`config.mk`:
```
export PLATFORM = sky130hd
export DESIGN_NAME = printer_fifo
export DESIGN_NICKNAME = d
export VERILOG_FILES = /design/src/rtl/printer_fifo.sv
export SDC_FILE = /design/constraint.sdc
export NUM_CORES = 1
export LEC_CHECK = 0
export ABC_AREA = 1
export CORE_UTILIZATION = 43
export CTS_CLUSTER_DIAMETER = 80
export DETAILED_ROUTE_END_ITERATION = 10
export GPL_ROUTABILITY_DRIVEN = 0
export PLACE_DENSITY_LB_ADDON = 0.2
export SETUP_SLACK_MARGIN = 0.3
export SYNTH_ARGS = -nofsm -noshare
export SYNTH_HDL_FRONTEND = slang
export SYNTH_SLANG_ARGS = --single-unit
```
`constraint.sdc`:
```
create_clock -name clk -period 2.1 [get_ports clk]
set_input_delay 0.42 -clock clk [delete_from_list [all_inputs] [get_ports clk]]
set_output_delay 0.42 -clock clk [all_outputs]
set_load 0.1 [all_outputs]
```
`src/rtl/printer_fifo.sv`:
```
// Byte FIFO between Z80 writes to the printer port and ESP reads over SPI.
// Status byte, occupancy and an empty-to-non-empty request pulse are derived from registered state.
module printer_fifo #(
  parameter int DEPTH_LOG2 = 4
) (
  input  logic                  clk,
  input  logic                  RST_N,
  input  logic                  wr_stb,
  input  logic [7:0]            wr_data,
  input  logic                  pop,
  output logic [7:0]            pop_data,
  output logic                  pop_valid,
  input  logic                  clr,
  output logic [7:0]            status,
  output logic                  not_empty,
  output logic                  esp_req,
  output logic [DEPTH_LOG2:0]   level,
  output logic                  overflow
);

  localparam int DEPTH = 1 << DEPTH_LOG2;
  localparam logic [DEPTH_LOG2:0]   LVL_FULL = (DEPTH_LOG2+1)'(DEPTH);
  localparam logic [DEPTH_LOG2:0]   LVL_ONE  = (DEPTH_LOG2+1)'(1);
  localparam logic [DEPTH_LOG2:0]   LVL_ZERO = (DEPTH_LOG2+1)'(0);
  localparam logic [DEPTH_LOG2-1:0] PTR_ONE  = DEPTH_LOG2'(1);
  localparam logic [DEPTH_LOG2-1:0] PTR_ZERO = DEPTH_LOG2'(0);

  logic [7:0]            r_mem [DEPTH];
  logic [DEPTH_LOG2-1:0] r_rptr;
  logic [DEPTH_LOG2-1:0] r_wptr;
  logic [DEPTH_LOG2:0]   r_level;
  logic [7:0]            r_pop_data;
  logic                  r_pop_valid;
  logic                  r_esp_req;
  logic                  r_overflow;

  logic                  w_empty;
  logic                  w_full;
  logic                  w_do_wr;
  logic                  w_do_rd;
  logic                  w_ovf_set;
  logic [DEPTH_LOG2:0]   w_level_nxt;

  // Accept/drop decisions and next occupancy; a pop at full frees the slot the write needs.
  always_comb begin
    w_empty     = (r_level == LVL_ZERO);
    w_full      = (r_level == LVL_FULL);
    w_do_wr     = wr_stb & (~w_full | pop);
    w_do_rd     = pop & ~w_empty;
    w_ovf_set   = wr_stb & w_full & ~pop;
    w_level_nxt = r_level;
    case ({w_do_wr, w_do_rd})
      2'b10:   w_level_nxt = r_level + LVL_ONE;
      2'b01:   w_level_nxt = r_level - LVL_ONE;
      default: w_level_nxt = r_level;
    endcase
  end

  // Pointer, occupancy and pop/request state; clr outranks both strobes.
  always_ff @(posedge clk or negedge RST_N) begin
    if (!RST_N) begin
      r_rptr      <= PTR_ZERO;
      r_wptr      <= PTR_ZERO;
      r_level     <= LVL_ZERO;
      r_pop_data  <= 8'h00;
      r_pop_valid <= 1'b0;
      r_esp_req   <= 1'b0;
      r_overflow  <= 1'b0;
    end else if (clr) begin
      r_rptr      <= PTR_ZERO;
      r_wptr      <= PTR_ZERO;
      r_level     <= LVL_ZERO;
      r_pop_valid <= 1'b0;
      r_esp_req   <= 1'b0;
      r_overflow  <= 1'b0;
    end else begin
      if (w_do_wr) begin
        r_wptr <= r_wptr + PTR_ONE;
      end
      if (w_do_rd) begin
        r_rptr <= r_rptr + PTR_ONE;
      end
      if (pop) begin
        r_pop_data <= w_do_rd ? r_mem[r_rptr] : 8'h00;
      end
      r_pop_valid <= pop;
      r_level     <= w_level_nxt;
      r_esp_req   <= w_empty & (w_level_nxt != LVL_ZERO);
      if (w_ovf_set) begin
        r_overflow <= 1'b1;
      end
    end
  end

  // Buffer storage is deliberately left out of reset.
  always_ff @(posedge clk) begin
    if (w_do_wr && !clr) begin
      r_mem[r_wptr] <= wr_data;
    end
  end

  assign pop_data  = r_pop_data;
  assign pop_valid = r_pop_valid;
  assign esp_req   = r_esp_req;
  assign overflow  = r_overflow;
  assign level     = r_level;
  assign not_empty = ~w_empty;
  assign status    = {w_full, 1'b0, 1'b1, 1'b1, 4'b0000};

endmodule

```
==> results.md, run 1 <==
STA:
- The worst slew margin relative to its limit is 54.2%.
- The setup total negative slack is -1070 ps.
- The max-slew violation count came to 0.
- The final hold violation count is 0.
- Across all setup checks in the final design, the least slack found is -306 ps.
- The share of the clock period used by the worst path after layout is 115%.
- Clock skew on the completed layout was measured at 10.4 ps.
- The achievable frequency is 0.416 GHz.
- For the pin with the worst max-slew slack, the measured transition is 685 ps.
- The total of endpoints with negative setup slack in the final report is 6.
- The smallest clock period supported by the final layout is computed as 2410 ps.
- Setup repair after global routing could not meet its margin everywhere.

Detailed routing:
- The routed layout has 4,501 vias.
- The wire length reported by the detailed router is 15,200 µm.
- The final routed wire length divided by cell count is 18.1 µm.
- Dividing the detail-routed via count by the number of cells gives 5.36.
- In this run, the number of DRC markers left after iteration 0 of detailed routing was 358.
- The remaining antenna violation count is 0.
- The first-pass detailed-route iteration total is 5.
- The residual DRC count is 0.

Clock tree:
- The buffer levels on the longest clock path is 2.
- The clock tree synthesis step divided the H-tree into 4 levels.
- The clock tree from TritonCTS is built.
- The number of buffers inserted during clock tree synthesis is 17.
- The clock reaches the later pin of the worst-skew pair after 420 ps.
- The cell at the root of the clock tree is clkbuf_16.
- The clock edge transition at the registers on the reported setup and hold paths is 60 ps.
- The TritonCTS sink count is 152.
- The hold buffer count at cts is 0.

Worst setup path:
- The setup slack of the most critical reg-to-reg path is -310 ps.
- The critical path arrival is 2720 ps.
- The first element of the critical path is level[0]$_DFF_PN0_.
- The endpoint identified for the worst register-to-register timing path is esp_req$_DFF_PN0_.
- The cell count of the worst reg-to-reg path is 20.
- The worst setup path is launched from a flip-flop.
- STA classifies the critical path endpoint as a flip-flop.
- The critical path is of the reg -> reg type.
- In this run the critical register-to-register path is launched from level[0]$_DFF_PN0_.
- The maximum fanout encountered on the critical timing path is 3.
- For the worst setup path, the data required time is 2410 ps.

Die:
- The initial utilization of the core area, before any placement, comes to 44.2%.
- The die is 124 µm tall.
- The floorplan step defined a die boundary enclosing 15,400 µm².
- The number of top-level pins is 38.
- The floorplan step defined a core boundary enclosing 14,500 µm².
- The cell row count is 44.
- Measured along the x axis, the die boundary spans 124 µm.

Global route:
- The total global routing overflow is 0.
- The number of global-route vias before repair is 4,346.
- The initial antenna violation count came to 0.
- The wire length of the first global-routing pass is 23,700 µm.
- The largest net degree at the start of global routing is 60.
- The overall fraction of global-route tracks in use is 20.4%.

Logic synthesis:
- Sequential cells were found to cover 69.1% of the synthesized design area.
- The mapped cell area is 6430 µm².
- Sorting the synthesized cells by how often they occur yields edfxtp_1, nor2_1, nand2_1, o21ai_0, nand3_1.
- After synthesis, the largest area contributor takes up 59.8% of total cell area.
- edfxtp_1 takes more of the synthesized area than any other cell.
- Among all flip-flop cells after synthesis, the most frequent one is edfxtp_1.
- The distinct cell type count of the synthesized netlist is 27.
- The synthesized instance count is 563.
- The number of flops mapped to enable cells by yosys is 128.
- The async set-or-reset flop fraction in the synthesized netlist is 15.8%.
- After synthesis, the cell types taking the most area are edfxtp_1, dfrtp_1, nor2_1.
- The most used standard cell by instance count after synthesis is edfxtp_1.
- The post-synthesis average cell area is 11.4 µm².
- The Yosys step of the flow raised 0 warnings.
- The flip-flop and latch count after synthesis is 152.

Power and ir drop:
- The total leakage power is 3.18 nW.
- Net switching is 36.9% of the power.
- The switching power of the nets is 4.20 mW.
- In this run the power density over the cells is 1340 nW/µm².
- The combinational group share of total power is 40.4%.
- Across the VDD grid, the largest voltage drop is 0.582 mV.
- Cell internal power was estimated by the tool at 7.18 mW.
- The sequential cell fraction of total power is 31.5%.
- The proportion of power drawn by the clock network is 28.1%.

Placed design:
- The number of input and output port buffers inserted is 30.
- The total instance count after detailed placement is 791.
- Detailed placement ended at an HPWL of 9640 µm.

Cells and area:
- The count of inserted antenna diode cells is 0.
- The final standard cell count with taps included and fillers excluded is 840.
- The layout cell share with drive strength beyond 1 is 27.7%.
- The final net count is 664.
- The filler cells instantiated in the layout total 1,172.
- Relative to the synthesized area, the layout overhead comes to 32.3%.

Job:
- The number of violations of the max-capacitance limit is 0.

Outcome:
- The run finished, with violations left.
- The final reports fail on negative setup slack.

Hold path:
- The type of the worst min-delay path is in -> async.
-- registers in the layout (all words and copies together), names as in the netlist --
register / flops
level: 5
esp_req: 1
r_rptr: 4
pop_data: 8
r_wptr: 4
r_mem: 128
overflow: 1
pop_valid: 1
-- power groups by stage --
stage | registers (mW) | clock network, mW | logic [mW]
after floorplan | 4.38 | 0 | 2.07
after global placement | 3.62 | 0 | 3.93
after detailed placement | 3.63 | 0 | 3.97
after CTS | 3.58 | 3.25 | 4.34
after global routing | 3.61 | 3.37 | 4.89
final | 3.58 | 3.20 | 4.60
-- cell families (layout without fill, tap and decap cells) --
family                     after synthesis  after routing  share of synthesized area [%]
DFF                                    152            152                           69.1
other                                    2              7                          0.117
xor gates and xnor gates                 2              2                          0.273
AOI/OAI and AO/OA                      120            120                           9.98
muxes                                    1              1                          0.156
and+or+nand+nor                        215            215                           13.7
buffers and inverters                   63            151                           5.04
adders and majority gates                8              8                           1.56
-- worst max-delay path: stages, from the launching register on --
cell     delay [ps]
dfrtp_4         500
nor2_4          150
nand3_4         100
nor2_4          180
inv_8            40
nand2_4          60
inv_4            40
ha_4            160
nand2_2          60
inv_2            40
nor2_4          120
ha_4            130
inv_2            40
nand2_4          60
nand2_1          70
nand3_2         100
nand2_1          70
nor2_1          110
nand3_1          90
nor2_1          100
nor2_1           60
-- per-layer routing --
| layer | wire length, µm | track usage [%] |
|---|---|---|
| met1 | 6560 | 26.7 |
| met2 | 7580 | 33.0 |
| met3 | 912 | 5.07 |
| met4 | 191 | 6.95 |
| met5 | 0 | 0 |
-- cell type report --
class	count	area, µm²	area share, %
inverter	27	121	1.43
tap	184	230	2.71
clock inverter	8	170	2.00
sequential	152	4460	52.4
multi-input combinational	353	2060	24.2
clock buffer	24	452	5.31
timing repair buffer	92	1010	11.9
-- cells in the final DEF (no fill, tap or decap), types with 3 or more instances in the layout --
cell | synthesis | routed
o22ai_1 | 32 | 32
edfxtp_1 | 128 | 128
o21ai_0 | 64 | 64
dfrtp_1 | 24 | 18
conb_1 | 2 | 7
dfrtp_4 | 0 | 4
buf_4 | 8 | 54
nor2_1 | 87 | 73
inv_1 | 15 | 11
inv_2 | 11 | 11
a21oi_2 | 0 | 3
buf_6 | 6 | 4
nor3_4 | 0 | 8
buf_12 | 0 | 22
o21ai_1 | 18 | 17
nand3_1 | 35 | 23
nand3_2 | 0 | 10
nor2_2 | 2 | 3
inv_4 | 1 | 3
nand2_1 | 77 | 69
ha_4 | 0 | 3
clkbuf_1 | 13 | 7
clkbuf_16 | 0 | 17
ha_1 | 8 | 5
bufinv_16 | 0 | 5
nand2_4 | 0 | 5
nor2_4 | 1 | 14
clkdlybuf4s50_1 | 0 | 12
nand2_2 | 2 | 5
-- stage by stage --
| step | hold WS (ps) | util [%] | power (mW) | cell area [µm²] | worst slack, ps |
|---|---|---|---|---|---|
| 2_1_floorplan | 124 | - | 6.45 | 6700 | -571 |
| 3_3_place_gp | 483 | 51.7 | 7.56 | 7510 | -345 |
| 3_5_place_dp | 496 | 51.7 | 7.60 | 7510 | -382 |
| 4_1_cts | 367 | 57.7 | 11.2 | 8390 | -148 |
| 5_1_grt | 388 | 58.5 | 11.9 | 8510 | -381 |
| 6_report | 368 | 58.5 | 11.4 | 8510 | -306 |
-- timing repair --
| item | 4_1_cts | 5_1_grt |
|---|---|---|
| endpoints found under the setup margin | 104 | 144 |
| hold endpoints to repair | 0 | 0 |
| buffers inserted | 13 | 4 |
| gates resized for setup | 25 | 19 |
| pin swaps | 27 | 14 |
-- how the worst max path moves through the flow --
stage,end,slack (ps),depth (start not counted)
4_1_cts,esp_req$_DFF_PN0_,-150,17
6_report,esp_req$_DFF_PN0_,-310,20
2_1_floorplan,esp_req$_DFF_PN0_,-570,18
5_1_grt,esp_req$_DFF_PN0_,-380,18
3_5_place_dp,esp_req$_DFF_PN0_,-380,18
3_3_place_gp,esp_req$_DFF_PN0_,-340,15
(Power assumes the default switching activity.)
==> run 2, diff against run 1 <==
--- a/config.mk
+++ b/config.mk
@@ -6,12 +6,13 @@
 export NUM_CORES = 1
 export LEC_CHECK = 0
 export ABC_AREA = 1
+export CORE_ASPECT_RATIO = 1.4
 export CORE_UTILIZATION = 43
 export CTS_CLUSTER_DIAMETER = 80
 export DETAILED_ROUTE_END_ITERATION = 10
 export GPL_ROUTABILITY_DRIVEN = 0
-export PLACE_DENSITY_LB_ADDON = 0.2
 export SETUP_SLACK_MARGIN = 0.3
+export SLEW_MARGIN = 20
 export SYNTH_ARGS = -nofsm -noshare
 export SYNTH_HDL_FRONTEND = slang
 export SYNTH_SLANG_ARGS = --single-unit
==> results.md, run 2 (synthesized netlist as in run 1, its figures left out) <==
Worst setup path:
- Along the worst path, the maximum fanout reaches 5.
- The kind of launch point of the worst setup path is a flip-flop.
- The critical path arrival is 2590 ps.
- Broken down by cell family, the worst path's largest delay share belongs to simple AND/OR/NAND/NOR gates.
- STA classifies the critical path endpoint as a flip-flop.
- The most repeated library cell on the critical path is nor2_4.
- The data required time of the worst path is 2410 ps.
- The largest stage delay on the critical path is 490 ps.
- The number of stages on the worst setup path is 18.
- The cell type of the slowest stage on the worst timing path is dfrtp_4.
- By startpoint and endpoint, the worst setup path is classified as reg -> reg.
- The cell count of the worst reg-to-reg path is 18.
- The signal on the critical path passes through nor2_4, nand3_4, nor2_4, inv_8, nand2_4, inv_4, ha_4, buf_4, nand2_2, inv_2, nor2_4, nand3_2, nand2_1, nand2_1, nand3_2, nand3_1, nor2_1, nor2_1.
- The combined buffer and inverter count along the critical path is 4.

Clock tree:
- The cell at the root of the clock tree is clkbuf_16.
- The number of buffers inserted during clock tree synthesis is 17.
- The hold buffer count at cts is 0.
- For this design, the sink count on the clock tree is 152.
- TritonCTS built the clock tree.
- Clock-pin slew was measured on the worst setup and hold paths at 60 ps.
- The insertion delay of the later-clocked pin in the worst-skew pair is 420 ps.
- The longest clock path from root to sink contains 2 buffers.
- In this run the number of H-tree levels came out at 4.

STA:
- The max-slew violation count is 0.
- The final worst setup slack is -172 ps.
- The worst clock skew on the final layout is 9.17 ps.
- The achievable frequency is 0.440 GHz.
- At the pin with the least slew margin, the transition time is 628 ps.
- Setup violations remaining at the end of the flow were counted as 5.
- In the finished design, the share of the clock period the worst path needs comes to 108%.
- Setup repair after global routing could not meet its margin everywhere.
- The final hold violation count is 0.
- The post-route minimum period is 2270 ps.
- Hold timing on the final database bottoms out at a slack of 367 ps.
- The worst pin sits at a relative slew slack of 58.0%.

Detailed routing:
- The first TritonRoute pass finished after 4 iterations.
- The total vias in the final route is 4,549.
- The vias per cell is 5.33.
- The count of nets left with antenna violations once routing finished came out at 0.
- After detailed routing, the average wire length per cell comes to 18.3 µm.
- The wire length reported by the detailed router is 15,600 µm.
- In the routed design, unresolved DRC markers number 0.
- The starting DRC count in detailed routing is 288.

Die:
- The initial utilization of the core area, before any placement, comes to 44.3%.
- The core footprint is 14,500 µm².
- The die covers 15,500 µm².
- The floorplan die height is 147 µm.
- The cell row count is 52.
- Pin placement for this block handled 38 I/O pins.
- The width of the die is 105 µm.

Cells and area:
- The final layout contains 673 nets.
- The finished cells cover 8410 µm².
- The number of flip-flops under the largest register name is 128.
- The final-layout fill cell count is 1,153.
- The most frequent standard cell in the layout excluding fill and tap cells is edfxtp_1.
- The layout-stage area growth over the synthesis result is 30.8%.
- The area taken by multi-input logic gates is 2010 µm².
- The combined flip-flop and latch cell area is 4460 µm².
- Leaving out fill and tap cells, the most frequent cells in the layout are edfxtp_1, nor2_1, nand2_1.
- The count of inserted antenna diode cells is 0.
- The post-route netlist has 28.7% of its cells at a drive strength greater than 1.
- Counting flops per register, the top entry is r_mem.
- Measured on the finished design, the core utilization comes to 58.0%.

Global route:
- The initial antenna violation count came to 0.
- The total global routing overflow is 0.
- Global routing used 24.8% of the available met1 tracks.
- The number of global-route vias before repair is 4,621.
- The layer flagged by global routing as most heavily used is met2.
- The global routing met3 resource utilization is 4.06%.
- The wire length of the first global-routing pass is 24,500 µm.
- Entering global routing, the biggest net connects 42 pins.
- For this run, global-route usage on met2 was measured as 37.8%.
- Global routing consumed, over all layers together, 21.1% of the routing resources.

Placed design:
- Timing analysis after detailed placement gives a worst setup slack of -346 ps.
- The cell area reported after detailed placement is 7590 µm².
- The HPWL reported at the end of detailed placement is 10,500 µm.
- Port buffering added 30 buffers.

Job:
- The number of violations of the max-capacitance limit is 0.

Outcome:
- The flow ran to the end, but the final reports show violations.
- The final reports fail on negative setup slack.

Hold path:
- The type of the worst min-delay path is in -> async.

Power and ir drop:
- For this design the static power due to leakage is 3.18 nW.
- Power spread over the standard cell area amounts to 1300 nW/µm².
- The maximum vdd ir drop is 1.66 mV.
[run 2: repair_timing]
action                                  CTS  global route
endpoints found under the setup margin  104           136
pin swaps                                18             9
resized for setup                        23            14
buffers inserted                          6             5
hold endpoints to repair                  0             0
[run 2: layout make-up]
type                    count  area share, %
multi-input cells         353           23.9
inverters                  27           1.38
clock buffers              17           5.06
repair buffers            101           11.9
well taps                 189           2.81
clock inverters            15           1.84
flip-flops and latches    152           53.1
[run 2: path summary, 6_finish.rpt]
| path | startpoint | to | slack (ps) |
|---|---|---|---|
| worst min-delay path | RST_N | esp_req$_DFF_PN0_ | 370 |
| max in group asynchronous | RST_N | r_rptr[0]$_DFFE_PN0P_ | 1450 |
| worst max-delay path | level[1]$_DFF_PN0_ | esp_req$_DFF_PN0_ | -170 |
| worst max register to register | level[1]$_DFF_PN0_ | esp_req$_DFF_PN0_ | -170 |
| min in group clk | pop_data[6]$_DFFE_PN0P_ | pop_data[6]$_DFFE_PN0P_ | 510 |
| worst min register to register | pop_data[6]$_DFFE_PN0P_ | pop_data[6]$_DFFE_PN0P_ | 510 |
[run 2: where the power goes]
group | switching, mW | internal (mW) | total, mW
clock network | 1.31 | 1.68 | 2.98
registers | 0.104 | 3.45 | 3.56
logic | 2.90 | 1.51 | 4.41
total | 4.31 | 6.64 | 11.0
[run 2: per-stage QoR]
step | std cells | TNS, ps | total power [mW]
finish | 854 | -505 | 11.0
global route | 854 | -1160 | 11.5
CTS | 849 | -286 | 10.8
detailed placement | 811 | -14410 | 7.57
global placement | 811 | -12360 | 7.52
floorplan | 568 | -1930 | 6.45
[run 2: layer usage]
metal | vias up | share of wire, % | wire length [µm]
li1 | 2158 | - | -
met1 | 2246 | 40 | 6230
met5 | - | 0 | 0
met3 | 22 | 4.1 | 648
met4 | 0 | 1.8 | 274
met2 | 123 | 54 | 8470
